==> src/rtl/game_pkg.sv <==
// Shared types for the rhythm-game mode controller.
package game_pkg;

    localparam int MODE_W  = 3;
    localparam int LIVES_W = 4;

    typedef enum logic [MODE_W-1:0] {
        M_IDLE   = 3'd1,
        M_EDIT   = 3'd2,
        M_DIFF   = 3'd3,
        M_RUN    = 3'd4,
        M_PAUSE  = 3'd5,
        M_FINISH = 3'd6
    } mode_t;

endpackage

==> src/rtl/pause_timer.sv <==
// Counts cycles spent in PAUSE and flags the auto-quit point.
module pause_timer #(
    parameter int PAUSE_TIMEOUT = 12_000_000
) (
    input  logic clk,
    input  logic rst,
    input  logic clr,
    input  logic en,
    output logic timeout
);

    localparam int CNT_W = (PAUSE_TIMEOUT > 2) ? $clog2(PAUSE_TIMEOUT) : 1;
    localparam logic [CNT_W-1:0] LAST = CNT_W'(PAUSE_TIMEOUT - 1);

    logic [CNT_W-1:0] cnt;

    always_ff @(posedge clk or posedge rst) begin
        if (rst)
            cnt <= '0;
        else if (clr)
            cnt <= '0;
        else if (en)
            cnt <= cnt + CNT_W'(1);
    end

    assign timeout = en && (cnt == LAST);

endmodule

==> src/rtl/game_mode_fsm.sv <==
// Game-mode controller: mode sequencing, difficulty, lives, pause timeout.
module game_mode_fsm
    import game_pkg::*;
#(
    parameter int NUM_LEVELS    = 3,
    parameter int DEFAULT_LEVEL = 0,
    parameter int MAX_LIVES     = 5,
    parameter int PAUSE_TIMEOUT = 12_000_000
) (
    input  logic                          clk,
    input  logic                          rst,
    input  logic                          btn_next,
    input  logic                          btn_alt,
    input  logic                          btn_up,
    input  logic                          btn_down,
    input  logic                          miss,
    input  logic                          fin_check,
    output logic [MODE_W-1:0]             mode,
    output logic [$clog2(NUM_LEVELS)-1:0] level,
    output logic [LIVES_W-1:0]            lives,
    output logic                          game_won,
    output logic                          run_en
);

    localparam int LVL_W = $clog2(NUM_LEVELS);
    localparam logic [LVL_W-1:0]   TOP_LVL  = LVL_W'(NUM_LEVELS - 1);
    localparam logic [LVL_W-1:0]   INIT_LVL = LVL_W'(DEFAULT_LEVEL);
    localparam logic [LIVES_W-1:0] FULL     = LIVES_W'(MAX_LIVES);

    mode_t              state, state_n;
    logic [LVL_W-1:0]   level_q, level_n;
    logic [LIVES_W-1:0] lives_q, lives_n;
    logic               won_q, won_n;
    logic               in_pause;
    logic               timeout;

    assign in_pause = (state == M_PAUSE);

    pause_timer #(
        .PAUSE_TIMEOUT(PAUSE_TIMEOUT)
    ) u_timer (
        .clk    (clk),
        .rst    (rst),
        .clr    (!in_pause),
        .en     (in_pause),
        .timeout(timeout)
    );

    always_ff @(posedge clk or posedge rst) begin
        if (rst) begin
            state   <= M_IDLE;
            level_q <= INIT_LVL;
            lives_q <= FULL;
            won_q   <= 1'b0;
        end else begin
            state   <= state_n;
            level_q <= level_n;
            lives_q <= lives_n;
            won_q   <= won_n;
        end
    end

    always_comb begin
        state_n = state;
        level_n = level_q;
        lives_n = lives_q;
        won_n   = won_q;
        case (state)
            M_IDLE:
                if (btn_next) state_n = M_EDIT;
            M_EDIT:
                if (btn_next) state_n = M_DIFF;
            M_DIFF: begin
                if (btn_up && !btn_down && level_q != TOP_LVL)
                    level_n = level_q + LVL_W'(1);
                else if (btn_down && !btn_up && level_q != '0)
                    level_n = level_q - LVL_W'(1);
                if (btn_next) begin
                    state_n = M_RUN;
                    lives_n = FULL;
                    won_n   = 1'b0;
                end
            end
            M_RUN: begin
                if (fin_check) begin
                    state_n = M_FINISH;
                    won_n   = 1'b1;
                end else if (miss && lives_q <= LIVES_W'(1)) begin
                    state_n = M_FINISH;
                    lives_n = '0;
                    won_n   = 1'b0;
                end else begin
                    // a non-fatal miss still counts when pausing in the same cycle
                    if (miss) lives_n = lives_q - LIVES_W'(1);
                    if (btn_next) state_n = M_PAUSE;
                end
            end
            M_PAUSE: begin
                if (btn_alt || (!btn_next && timeout)) begin
                    state_n = M_FINISH;
                    won_n   = 1'b0;
                end else if (btn_next) begin
                    state_n = M_RUN;
                end
            end
            M_FINISH:
                if (btn_next) state_n = M_IDLE;
            default:
                state_n = M_IDLE;
        endcase
    end

    always_comb begin
        mode     = state;
        run_en   = (state == M_RUN);
        level    = level_q;
        lives    = lives_q;
        game_won = won_q;
    end

endmodule

==> config.mk <==
export PLATFORM = sky130hd
export DESIGN_NAME = game_mode_fsm
export DESIGN_NICKNAME = d
export VERILOG_FILES = /design/src/rtl/game_pkg.sv /design/src/rtl/pause_timer.sv /design/src/rtl/game_mode_fsm.sv
export SDC_FILE = /design/constraint.sdc
export NUM_CORES = 1
export LEC_CHECK = 0
export ABC_AREA = 1
export CORE_AREA = 2 2 52 78
export CTS_BUF_LIST = sky130_fd_sc_hd__clkbuf_8
export CTS_CLUSTER_DIAMETER = 60
export DETAILED_ROUTE_END_ITERATION = 6
export DIE_AREA = 0 0 54 80
export GPL_TIMING_DRIVEN = 0
export HOLD_SLACK_MARGIN = 0.12
export PLACE_DENSITY = 0.79
export SETUP_SLACK_MARGIN = 0.4
export SYNTH_ARGS = -nofsm -noshare
export SYNTH_HDL_FRONTEND = slang
export SYNTH_SLANG_ARGS = --single-unit
==> constraint.sdc <==
create_clock -name clk -period 2.23 [get_ports clk]
set_clock_uncertainty 0.15 [all_clocks]
set_input_delay 0.5575 -clock clk [delete_from_list [all_inputs] [get_ports clk]]
set_output_delay 0.5575 -clock clk [all_outputs]
set_load 0.05 [all_outputs]
### Yosys cells after proc, flatten, opt, wreduce, memory -nomap -nowiden

Cells that the tools add are included.

| cells by class | value |
|---|---|
| eq/ne operators | 17 |
| add/subtract/negate cells | 4 |
| mux-type cells | 22 |
| order comparisons | 1 |
| reductions and logical operators | 19 |

Operator list:

| cell | count |
|---|---|
| $add A24 B1 Y24 const B | 1 |
| $eq A24 B24 Y1 const B | 1 |
| $mux W24 | 1 |
| $mux W3 | 8 |
| $pmux W3 S6 | 1 |
| $mux W4 | 4 |
| $ne A2 B2 Y1 const B | 7 |
| $reduce_and A4 Y1 | 3 |
| $eq A3 B3 Y1 const B | 3 |
| $pmux W4 S2 | 1 |
| $logic_and A1 B1 Y1 | 7 |
| $eq A3 B2 Y1 const B | 2 |
| $ne A3 B2 Y1 const B | 2 |
| $reduce_bool A2 Y1 | 3 |
| $le A4 B1 Y1 const B | 1 |
| $mux W1 | 4 |
| $mux W2 | 2 |
| $ne A4 B3 Y1 const B | 1 |
| $sub A4 B1 Y4 const B | 1 |
| $eq A3 B1 Y1 const B | 1 |
| $logic_not A1 Y1 | 3 |
| $pmux W1 S3 | 1 |
| $reduce_bool A3 Y1 | 1 |
| $add A2 B1 Y2 const B | 1 |
| 3 further kinds | 3 |

| storage, ports and cells | value |
|---|---|
| flip-flop bits (word level) | 34 |
| input port bits | 8 |
| logic and storage cells | 68 |

### Logic depth before layout (Yosys ltp)

Gate-level depths: netlist of the first run.

| logic depth | value |
|---|---|
| word-level depth | 6 |
| gate-level depth with buffers | 12 |
| mapped depth without buffers | 12 |

### Cells and area by module

A second synthesis of the first run with hierarchy kept.

| unflattened totals | value |
|---|---|
| cell total of the unflattened synthesis | 329 |
| area total of the unflattened synthesis | 2229.6 µm² |

Modules (own cells, without submodules):

| module | cells each | instances | area an instance (µm²) |
|---|---|---|---|
| pause_timer | 209 | 1 | 1443.9 |
| game_mode_fsm | 120 | 1 | 785.8 |

### Worst setup path before layout of the first run

No wires, ideal clock.

| timing path | value |
|---|---|
| path kind | register to output |
| start point | register state[2], in the netlist mode[2] |
| end point | output run_en |
| cell stages (with the launch flop) | 3 |
| data arrival time | 1.313 ns |
| setup slack | 0.210 ns |
| cells stage by stage | dfrtp_1 -> nand3_2 -> inv_1 |

| between the ends | value |
|---|---|
| word-level cells in the longest chain between the ends | 1 |

Ends and longest elaborated chain:

| what | RTL line | source |
|---|---|---|
| start: declaration | game_mode_fsm.sv:30 | `mode_t state, state_n;` |
| start signal: assignment | game_mode_fsm.sv:56 | `state <= state_n;` |
| $eq A3 B3 Y1 | game_mode_fsm.sv:115 | `run_en = (state == M_RUN);` |
| end: declaration | game_mode_fsm.sv:22 | `output logic run_en` |

No other way between the ends.

### Final worst setup path of the first run

| timing path | value |
|---|---|
| start point | register state[0], in the netlist mode[0] |
| end point | output run_en |

The elaborated chain is that of the path after synthesis.

==> results of run 1 <==
==> cell usage after synthesis, drive strengths merged <==
cell type  number
o211a           1
a21oi          11
o211ai          1
o21a            2
o21ai          17
nand3          13
ha              4
nor3           12
dfrtp          31
a31oi           2
dfstp           3
nor4            1
nor2           46
o31ai           2
xnor2           2
o22ai           1
buf             2
nand4           9
inv            42
xor2            7
nand2          71
==> flip-flops by register name (all words and copies together) (netlist names) <==
register and cells:
level 2, u_timer.cnt 24, game_won 1, mode 3, lives 4
==> layout make-up <==
type                            instances  area (µm²)  area share, %
Buffer                                  2        10.0          0.394
Clock buffer                            6        82.6           3.25
Clock inverter                          2        8.76          0.345
Inverter                               42         170           6.70
Multi-Input combinational cell        202        1090           42.8
Sequential cell                        34         866           34.1
Tap cell                               43        53.8           2.12
Timing Repair Buffer                   28         262           10.3
==> metal layers <==
layer  up-vias  GRT usage (%)  routed length (µm)
li1        972              -                   -
met1       850           24.7                1840
met2        48           41.0                2310
met3        16           5.06                 175
met4         0           12.5                 186
met5         -              0                   0
==> where the power goes <==
part           internal [µW]  switching, µW  leakage [µW]
logic                    350            673      0.000633
clock network            244            221     0.0000524
registers                724           96.6      0.000455
total                   1320            991       0.00114
==> timing repair <==
action / in CTS / in global routing
pin swaps: 0 / 6
resized for setup: 47 / 15
setup endpoints to repair: 43 / 12
buffers inserted: 2 / 8
==> kinds of logic (layout without fill, tap and decap cells) <==
group | after synthesis | count (layout) | synth area share [%]
adder cells (fa/ha/maj) | 4 | 4 | 2.42
AND/OR/NAND/NOR | 152 | 152 | 34.2
AO/OA/AOI/OAI | 37 | 37 | 10.3
XOR/XNOR | 9 | 9 | 3.80
buffers and inverters | 44 | 80 | 8.09
flip-flops | 34 | 34 | 41.2
==> critical path: stages, from the launching register on <==
cell and delay [ns]:
sky130_fd_sc_hd__dfstp_4 0.64, sky130_fd_sc_hd__inv_6 0.05, sky130_fd_sc_hd__nand3_4 0.11, sky130_fd_sc_hd__clkinvlp_4 0.11, sky130_fd_sc_hd__buf_6 0.16
==> final timing paths <==
path / end / cells after the start
setup reg to reg: mode[2] / 12
hold reg to reg: game_won / 2
min in group asynchronous: u_timer.cnt[7] / 2
max in group asynchronous: mode[1] / 2
hold / removal: game_won / 2
setup / recovery: run_en / 4
==> stage by stage <==
stage | util, % | cell area [µm²] | cells | worst slack (ns)
after global placement | 64.0 | 2340 | 341 | -0.131
after floorplan | - | 2100 | 280 | 0.363
after detailed placement | 64.0 | 2340 | 341 | -0.160
final | 69.6 | 2540 | 359 | 0.160
after CTS | 66.9 | 2440 | 351 | 0.140
after global routing | 69.6 | 2540 | 359 | 0.124
==> impl_metrics.env, run 1 <==
export IMPL_worstSetupEndpointType="output pin"
export IMPL_setup_violations_final=0
export IMPL_detail_route_wirelength_mm=4.51
export IMPL_status="finished clean"
export IMPL_max_cap_viol_count=0
export IMPL_cts_max_level=2
export IMPL_vert_die_dim_um=80
export IMPL_worstPathMaxFanout=6
export IMPL_synth_top_area_cell="sky130_fd_sc_hd__dfrtp_1"
export IMPL_synth_seq_area_share_pct=41.2
export IMPL_rr_startpoint="lives[0]"
export IMPL_critical_path_startpoint_type="flip-flop"
export IMPL_number_of_antenna_violations_at_the_first_check_in_global_routing=0
export IMPL_dieWidth_um=54
export IMPL_synth_lib_cells_used_distinct=30
export IMPL_report_final_hold_viol_count=0
export IMPL_port_buffer_count=18
export IMPL_ys_warnings=0
export IMPL_period_minus_slack_ns=2.07
export IMPL_post_synth_main_area_contributors="sky130_fd_sc_hd__dfrtp_1 37%, sky130_fd_sc_hd__nand2_1 12%, sky130_fd_sc_hd__nor2_1 6.9%"
export IMPL_wl_per_cell_um=12.6
export IMPL_layout_common_cells="66 x sky130_fd_sc_hd__nand2_1, 36 x sky130_fd_sc_hd__nor2_1, 35 x sky130_fd_sc_hd__inv_1"
export IMPL_critical_path_required_ns=1.52
export IMPL_design_portCount=19
export IMPL_synth_seq_cells=34
export IMPL_drt_drc_violations_left=0
export IMPL_core_rowCount=27
export IMPL_tightestPinTransition_ns=0.739
export IMPL_cts_buffers_inserted=5
export IMPL_global_route_overflow_total=0
export IMPL_flow_area_growth_from_synthesis_pct=22.6
export IMPL_drt_antenna_violating_nets=0
export IMPL_drt_iter0_drc=52
export IMPL_worst_ir_drop_vdd_uv=750
export IMPL_power_density_mw_per_mm2=909
export IMPL_first_global_vias=1805
export IMPL_grt_start_max_net_pins=35
export IMPL_clkLatencyLatePin_ns=0.29
export IMPL_max_slew_margin_rel_pct=50.6
export IMPL_final_max_slew_viol_count=0
export IMPL_hold_slack_ns=0.356
export IMPL_cts_max_path_buffers=2
export IMPL_timing_critical_path_arrival_ns=1.36
export IMPL_mappedNetlistNets=292
export IMPL_grt_first_pass_wirelength_mm=7.37
export IMPL_hpwl_mm=3.26
export IMPL_unrepaired_setup_endpoints_after_global_routing="yes"
export IMPL_worstHoldStart="game_won"
export IMPL_post_layout_power_uw=2310
export IMPL_clk_transition_reported_paths_ns=0.07
export IMPL_most_frequent_standard_cell_in_the_layout_excluding_fill_and_tap_cells="sky130_fd_sc_hd__nand2_1"
export IMPL_antenna_cells_inserted=0
export IMPL_synthCells=280
export IMPL_worst_setup_sp="mode[0]"
export IMPL_clock_sinks=34
export IMPL_clock_root_buffer="sky130_fd_sc_hd__clkbuf_8"
export IMPL_route_vias_total=1886
export IMPL_cellLeakagePower_uw=0.00114
export IMPL_synth_largest_type_area_fraction_pct=37.4
export IMPL_tritoncts="done"
export IMPL_gp_congestion=0.852
export IMPL_grt_util_all_layers_pct=23.3
export IMPL_holdCritPathClass="reg2reg"
export IMPL_cts_hold_repair_buffers=0
export IMPL_final_fill_count=314
export IMPL_floorplan_initialDensity_pct=56.8
export IMPL_fmax_ghz=0.483
export IMPL_first_pass_iters=4
export IMPL_floorplan_die_area_mm2=0.00432
export IMPL_period_share_pct=92.8
export IMPL_synthesis_area_mm2=0.00207
export IMPL_finish_net_count=327
export IMPL_setup_tns_ns=0
export IMPL_syn_avg_cell_area_um2=7.40
export IMPL_fraction_of_layout_cells_with_a_size_suffix_above_1_pct=20.9
export IMPL_timing_reg2reg_setup_slack_ns=0.45
export IMPL_design_core_area_mm2=0.00365
export IMPL_worst_setup_path_type="reg2out"
export IMPL_post_drt_via_cell_ratio=5.25
Note: power is estimated with default switching activity, not from simulation.
==> inputs of run 2 (changes only) <==
--- a/config.mk
+++ b/config.mk
@@ -18,3 +18,4 @@
 export SYNTH_ARGS = -nofsm -noshare
 export SYNTH_HDL_FRONTEND = slang
 export SYNTH_SLANG_ARGS = --single-unit
+export TNS_END_PERCENT = 100
==> results of run 2 <==
The final DEF is identical to that of run 1; final timing and power are the same.
